`config.mk`:
```
export PLATFORM = sky130hd
export DESIGN_NAME = decoder_scan_ctrl_flat
export DESIGN_NICKNAME = d
export VERILOG_FILES = /design/src/rtl/decoder_scan_ctrl_if.sv /design/src/rtl/decoder_scan_ctrl.sv /design/src/flat_wrapper.sv
export SDC_FILE = /design/constraint.sdc
export NUM_CORES = 1
export LEC_CHECK = 0
export ABC_AREA = 1
export BUFFER_PORTS_ARGS = -buffer_cell sky130_fd_sc_hd__buf_2
export CAP_MARGIN = 20
export CORE_ASPECT_RATIO = 1.1
export CORE_MARGIN = 2
export CORE_UTILIZATION = 58
export CTS_CLUSTER_SIZE = 30
export DETAILED_ROUTE_END_ITERATION = 10
export PLACE_DENSITY_LB_ADDON = 0.1
export SETUP_SLACK_MARGIN = 0.4
export SYNTH_ARGS = -nofsm -noshare
export SYNTH_HDL_FRONTEND = slang
export SYNTH_SLANG_ARGS = --single-unit
export TNS_END_PERCENT = 10
```
`constraint.sdc`:
```
create_clock -name clk -period 1.9 [get_ports clk]
set_clock_uncertainty 0.15 [all_clocks]
set_input_delay 0.19 -clock clk [delete_from_list [all_inputs] [get_ports clk]]
set_output_delay 0.19 -clock clk [all_outputs]
set_load 0.05 [all_outputs]
```
`src/rtl/decoder_scan_ctrl_if.sv`:
```
// Control and decoder-drive signals between a scan requester and decoder_scan_ctrl.
// The master drives the scan requests. The slave drives the decoder address, the enables and the status.
interface decoder_scan_ctrl_if #(
    parameter int DWELL_W = 8
);
    logic               start;
    logic               stop;
    logic               mode;
    logic [7:0]         ch_mask;
    logic [DWELL_W-1:0] dwell;
    logic               A0;
    logic               A1;
    logic               A2;
    logic               E1_n;
    logic               E2_n;
    logic               E3;
    logic               busy;
    logic               ch_strobe;
    logic               pass_done;

    modport master (
        output start, stop, mode, ch_mask, dwell,
        input  A0, A1, A2, E1_n, E2_n, E3, busy, ch_strobe, pass_done
    );

    modport slave (
        input  start, stop, mode, ch_mask, dwell,
        output A0, A1, A2, E1_n, E2_n, E3, busy, ch_strobe, pass_done
    );
endinterface

```
`src/rtl/decoder_scan_ctrl.sv`:
```
// Scan sequencer for a 3-to-8 active-low decoder. It steps through the enabled channels and
// gives each one a guard period followed by a dwell window.
//
//   state    | meaning
//   ---------+-----------------------------------------------------------
//   S_IDLE   | decoder disabled, A holds, waiting for start
//   S_GUARD  | decoder disabled for GUARD_CYC cycles, A already settled
//   S_ACTIVE | decoder enabled for max(dwell,1) cycles on channel A
module decoder_scan_ctrl #(
    parameter int DWELL_W   = 8,
    parameter int GUARD_CYC = 1
) (
    input  logic                 clk,
    input  logic                 rst_n,
    decoder_scan_ctrl_if.slave   bus
);

    typedef enum logic [1:0] {
        S_IDLE   = 2'd0,
        S_GUARD  = 2'd1,
        S_ACTIVE = 2'd2
    } state_t;

    localparam logic [3:0] GUARD_LOAD = 4'(GUARD_CYC - 1);

    state_t             state_q, state_d;
    logic [2:0]         a_q, a_d;
    logic [7:0]         mask_q, mask_d;
    logic               mode_q, mode_d;
    logic [DWELL_W-1:0] dlen_q, dlen_d;
    logic [3:0]         gcnt_q, gcnt_d;
    logic [DWELL_W-1:0] dcnt_q, dcnt_d;
    logic               act_q, act_d;
    logic               strobe_q, strobe_d;
    logic               pd_q, pd_d;
    logic               busy_q, busy_d;

    logic [7:0]         above;
    logic               wrap;
    logic [2:0]         nxt_ch;
    logic               win_end;

    function automatic logic [2:0] lowest_set(input logic [7:0] m);
        logic [2:0] r;
        r = '0;
        for (int i = 7; i >= 0; i--) begin
            if (m[i]) r = 3'(i);
        end
        return r;
    endfunction

    // Channels strictly above the current one. If none are left, the scan wraps to the lowest channel.
    assign above   = mask_q & (8'hFE << a_q);
    assign wrap    = (above == 8'h00);
    assign nxt_ch  = wrap ? lowest_set(mask_q) : lowest_set(above);
    assign win_end = (state_q == S_ACTIVE) && !bus.stop && (dcnt_q == '0);

    always_ff @(posedge clk or negedge rst_n) begin
        if (!rst_n) begin
            state_q  <= S_IDLE;
            a_q      <= '0;
            mask_q   <= '0;
            mode_q   <= 1'b0;
            dlen_q   <= '0;
            gcnt_q   <= '0;
            dcnt_q   <= '0;
            act_q    <= 1'b0;
            strobe_q <= 1'b0;
            pd_q     <= 1'b0;
            busy_q   <= 1'b0;
        end else begin
            state_q  <= state_d;
            a_q      <= a_d;
            mask_q   <= mask_d;
            mode_q   <= mode_d;
            dlen_q   <= dlen_d;
            gcnt_q   <= gcnt_d;
            dcnt_q   <= dcnt_d;
            act_q    <= act_d;
            strobe_q <= strobe_d;
            pd_q     <= pd_d;
            busy_q   <= busy_d;
        end
    end

    always_comb begin
        state_d = state_q;
        a_d     = a_q;
        mask_d  = mask_q;
        mode_d  = mode_q;
        dlen_d  = dlen_q;
        gcnt_d  = gcnt_q;
        dcnt_d  = dcnt_q;
        case (state_q)
            S_IDLE: begin
                if (bus.start && !bus.stop && (bus.ch_mask != 8'h00)) begin
                    state_d = S_GUARD;
                    a_d     = lowest_set(bus.ch_mask);
                    mask_d  = bus.ch_mask;
                    mode_d  = bus.mode;
                    dlen_d  = (bus.dwell == '0) ? '0 : bus.dwell - DWELL_W'(1);
                    gcnt_d  = GUARD_LOAD;
                end
            end
            S_GUARD: begin
                if (bus.stop) begin
                    state_d = S_IDLE;
                    gcnt_d  = '0;
                end else if (gcnt_q == '0) begin
                    state_d = S_ACTIVE;
                    dcnt_d  = dlen_q;
                end else begin
                    gcnt_d  = gcnt_q - 4'd1;
                end
            end
            S_ACTIVE: begin
                if (bus.stop) begin
                    state_d = S_IDLE;
                    dcnt_d  = '0;
                end else if (dcnt_q == '0) begin
                    if (wrap && !mode_q) begin
                        state_d = S_IDLE;
                    end else begin
                        state_d = S_GUARD;
                        a_d     = nxt_ch;
                        gcnt_d  = GUARD_LOAD;
                    end
                end else begin
                    dcnt_d  = dcnt_q - DWELL_W'(1);
                end
            end
            default: begin
                state_d = S_IDLE;
            end
        endcase
    end

    always_comb begin
        act_d    = (state_d == S_ACTIVE);
        strobe_d = (state_d == S_ACTIVE) && (state_q != S_ACTIVE);
        pd_d     = win_end && wrap;
        busy_d   = (state_d != S_IDLE);
    end

    assign bus.A0        = a_q[0];
    assign bus.A1        = a_q[1];
    assign bus.A2        = a_q[2];
    assign bus.E3        = act_q;
    assign bus.E2_n      = ~act_q;
    assign bus.E1_n      = ~act_q;
    assign bus.busy      = busy_q;
    assign bus.ch_strobe = strobe_q;
    assign bus.pass_done = pd_q;

endmodule

```
`src/flat_wrapper.sv`:
```
// flat-port wrapper written by rule: the top's interface ports become plain ports
module decoder_scan_ctrl_flat 
#(
    parameter int DWELL_W   = 8,
    parameter int GUARD_CYC = 1
)
  (clk, rst_n, bus_start, bus_stop, bus_mode, bus_ch_mask, bus_dwell, bus_A0, bus_A1, bus_A2, bus_E1_n, bus_E2_n, bus_E3, bus_busy, bus_ch_strobe, bus_pass_done);
  decoder_scan_ctrl_if #(.DWELL_W(DWELL_W)) bus_i ();
  input  logic clk;
  input  logic rst_n;
  input wire logic [$bits(bus_i.start)-1:0] bus_start;
  input wire logic [$bits(bus_i.stop)-1:0] bus_stop;
  input wire logic [$bits(bus_i.mode)-1:0] bus_mode;
  input wire logic [$bits(bus_i.ch_mask)-1:0] bus_ch_mask;
  input wire logic [$bits(bus_i.dwell)-1:0] bus_dwell;
  output wire logic [$bits(bus_i.A0)-1:0] bus_A0;
  output wire logic [$bits(bus_i.A1)-1:0] bus_A1;
  output wire logic [$bits(bus_i.A2)-1:0] bus_A2;
  output wire logic [$bits(bus_i.E1_n)-1:0] bus_E1_n;
  output wire logic [$bits(bus_i.E2_n)-1:0] bus_E2_n;
  output wire logic [$bits(bus_i.E3)-1:0] bus_E3;
  output wire logic [$bits(bus_i.busy)-1:0] bus_busy;
  output wire logic [$bits(bus_i.ch_strobe)-1:0] bus_ch_strobe;
  output wire logic [$bits(bus_i.pass_done)-1:0] bus_pass_done;
  assign bus_i.start = bus_start;
  assign bus_i.stop = bus_stop;
  assign bus_i.mode = bus_mode;
  assign bus_i.ch_mask = bus_ch_mask;
  assign bus_i.dwell = bus_dwell;
  assign bus_A0 = bus_i.A0;
  assign bus_A1 = bus_i.A1;
  assign bus_A2 = bus_i.A2;
  assign bus_E1_n = bus_i.E1_n;
  assign bus_E2_n = bus_i.E2_n;
  assign bus_E3 = bus_i.E3;
  assign bus_busy = bus_i.busy;
  assign bus_ch_strobe = bus_i.ch_strobe;
  assign bus_pass_done = bus_i.pass_done;
  decoder_scan_ctrl #(.DWELL_W(DWELL_W), .GUARD_CYC(GUARD_CYC)) u_core (.clk(clk), .rst_n(rst_n), .bus(bus_i));
endmodule
```
==> flow_metrics.py <==
metrics = {
    "run_status": {
        "status": "finished clean",
    },
    "critical_path": {
        "r2r_end": "u_core.gcnt_q[0]",
        "crit_fanout": 5,
        "required_ns": 1.94,
        "cp-endpoint": "u_core.gcnt_q[0]",
        "critPathKind": "reg -> reg",
        "cp_slowest_cell": "dfrtp_2",
        "r2r-start": "u_core.a_q[2]",
        "endpoint_kind": "register",
        "rr_worst_depth": 10,
        "cp-start-kind": "register",
        "arrival_ns": 1.65,
        "cpMostUsedCell": "nand2_1",
        "critical_path.startpoint": "u_core.a_q[2]",
        "cpPeakStageDelay_ns": 0.46,
        "cp_cell_sequence": "inv_4 -> nand2_4 -> nor2_4 -> nor2_4 -> nand3_2 -> nand2_1 -> nand2_2 -> nand3_4 -> nand2_1 -> nand2_1",
        "r2r_slack_ns": 0.29,
    },
    "clock_tree": {
        "clock_latency_ns": 0.29,
        "clk_pin_slew_ns": 0.08,
        "clkSinkCount": 38,
        "cts-buffers-inserted": 5,
        "cts_root_buffer": "clkbuf_8",
        "cts_tree": "done",
        "clock_path_buffers": 2,
        "htreeDepth": 2,
    },
    "placement": {
        "gp_congestion": 0.845,
        "portBuffers": 29,
        "dp_hpwl_um": 3670,
    },
    "power_and_ir_drop": {
        "cellPowerDensity_nw_per_um2": 1620,
        "total_power_mw": 4.65,
        "leakagePower_nw": 1.47,
        "worst_ir_drop_vdd_uv": 809,
    },
    "synth": {
        "synthFlopType": "dfrtp_1",
        "ys_async_sr_fraction": 1.00,
        "synth_compound_area_frac": 0.123,
        "synthSimpleGateAreaFrac": 0.316,
        "synth_area_leaders": "dfrtp_1 40%, nand2_1 13%, inv_1 7.0%",
        "netlist_area_um2": 2370,
        "synthAdderAreaFrac": 0.0264,
        "seq_area_frac_synth": 0.401,
        "netlist_instances": 312,
        "ys_ff_latch": 38,
        "synth_cell_type_count": 35,
        "synthXorXnorAreaFrac": 0.0296,
        "synth_edf_count": 0,
        "synthTopCellsByCount": "84 x nand2_1, 44 x inv_1, 38 x dfrtp_1",
        "synth_most_common_cell": "nand2_1",
        "yosysTopAreaCell": "dfrtp_1",
        "synth_top_family_by_area": "simple AND/OR/NAND/NOR gates",
        "synth_fp_nets": 338,
        "avgSynthCellArea_um2": 7.59,
        "yosys_warnings": 0,
        "synthMuxAreaShare": 0,
        "synth_top_area_frac": 0.401,
    },
    "sta": {
        "max_freq_ghz": 0.622,
        "rsz0062_at_grt": "yes",
        "hold_violations": 0,
        "slew_violations": 0,
        "fin_crit_sh": 0.846,
        "hold_slack_ns": 0.0228,
        "relSlewSlack": 0.605,
        "tightest_slew_ns": 0.593,
        "fin_crit_ns": 1.61,
        "setup_viol": 0,
        "final.setup.tns_ns": 0,
    },
    "hold_path": {
        "hp-class": "in -> reg",
    },
    "drt": {
        "drc_errors": 0,
        "vias": 2107,
        "drt_iter0_drc": 129,
        "via_per_inst": 5.10,
        "routed_wl_um": 5190,
        "first_pass_iters": 4,
        "ant_nets": 0,
        "wl_per_cell_um": 12.6,
    },
    "global_route": {
        "grt_usage": 0.256,
        "grt_max_degree": 27,
        "grt_pass1_vias": 2017,
        "grt_first_pass_wirelength_um": 9200,
        "grt_overflow": 0,
        "antenna_found_initial": 0,
    },
    "die": {
        "core_um2": 3930,
        "die_area_um2": 4610,
        "die_x_um": 64.9,
        "initial_utilization": 0.602,
        "std_cell_rows": 24,
        "die_h_um": 71.0,
        "ios": 30,
    },
    "finish": {
        "layout-drive-gt1-share": 0.305,
        "regArea_um2": 957,
        "multiInputGateArea_um2": 1260,
        "nets": 386,
        "fillers": 334,
        "area_growth_pct": 20.7,
        "n_antenna_cell": 0,
    },
    "flow_run": {
        "drv_cap": 0,
    },
}
==> layout make-up <==
| type | count | share of cell area |
|---|---|---|
| Multi-Input combinational cell | 217 | 0.442 |
| Sequential cell | 38 | 0.335 |
| Inverter | 52 | 0.0709 |
| Tap cell | 52 | 0.0228 |
| Clock inverter | 2 | 0.00481 |
| Timing Repair inverter | 1 | 0.00131 |
| Timing Repair Buffer | 45 | 0.0976 |
| Clock buffer | 6 | 0.0254 |
==> cell usage in the layout, fill, tap and decap left out, types with 5 or more instances in the layout <==
cell type,netlist,routed
inv_2,7,12
clkbuf_8,0,5
nor3_1,5,5
dfrtp_2,0,5
a21oi_1,8,7
nand3_2,5,7
xnor2_1,5,5
dfrtp_1,38,33
inv_1,44,39
buf_4,2,11
nor2_1,16,16
o22ai_1,10,10
nand2_1,84,77
buf_2,0,29
nand2_2,8,12
nor2_4,3,7
o21ai_1,17,17
nand3_1,16,13
==> worst min-delay path by stage <==
stage | startpoint | to | slack [ns] | depth (start not counted)
global route | bus_ch_mask[0] | u_core.mask_q[0] | 0.05 | 3
global placement | rst_n | u_core.mask_q[6] | 0.06 | 1
CTS | bus_ch_mask[6] | u_core.mask_q[6] | 0.02 | 3
floorplan | rst_n | u_core.a_q[0] | -0.26 | 0
finish | bus_ch_mask[6] | u_core.mask_q[6] | 0.02 | 3
detailed placement | rst_n | u_core.mask_q[5] | 0.07 | 1
==> sequential cells by signal, summed over array words and instances (netlist names) <==
name / cells
u_core.gcnt_q: 4
u_core.state_q: 2
u_core.a_q: 3
u_core.bus.busy: 1
u_core.dcnt_q: 8
u_core.mode_q: 1
u_core.bus.E3: 1
u_core.dlen_q: 8
u_core.bus.pass_done: 1
u_core.bus.ch_strobe: 1
u_core.mask_q: 8
==> worst max-delay path, delay by kind of cell, from the launching register on <==
kind | cells | cell delay (ns)
flip-flops | 1 | 0.46
AND/OR/NAND/NOR | 9 | 0.78
buffers and inverters | 1 | 0.11
==> where the power goes <==
part	switching, mW	internal (mW)
logic	1.63	0.985
registers	0.321	1.16
clock network	0.291	0.259
==> kinds of logic (layout without fill, tap and decap cells) <==
group           after synthesis  after routing
compound gates               49             49
simple gates                155            155
flops                        38             38
buf+inv                      57            106
fa+ha+maj                     5              5
xor+xnor                      8              8
==> through the flow <==
step | setup slack [ns] | instance area (um2) | cells | util
6_report | 0.292 | 2860 | 413 | 0.727
3_3_place_gp | 0.236 | 2570 | 391 | 0.654
4_1_cts | 0.331 | 2840 | 412 | 0.721
2_1_floorplan | 0.286 | 2390 | 312 | -
5_1_grt | 0.196 | 2860 | 413 | 0.727
3_5_place_dp | 0.185 | 2570 | 391 | 0.654
==> per-layer routing <==
metal	GRT usage	up-vias	part of all wire
li1	-	1096	-
met1	0.344	968	0.45
met2	0.424	35	0.50
met3	0.0477	8	0.031
met4	0.0733	0	0.014
met5	0	-	0
==> repair_timing <==
| item | CTS | global route |
|---|---|---|
| hold endpoints to repair | 28 | 0 |
| buffers inserted | 8 | 1 |
| cloned | 1 | 0 |
| hold buffers | 4 | 0 |
| pin swaps | 6 | 6 |
| gates resized for setup | 23 | 4 |
| endpoints found under the setup margin | 18 | 33 |
No activity file was read; power rests on OpenSTA's default activity.
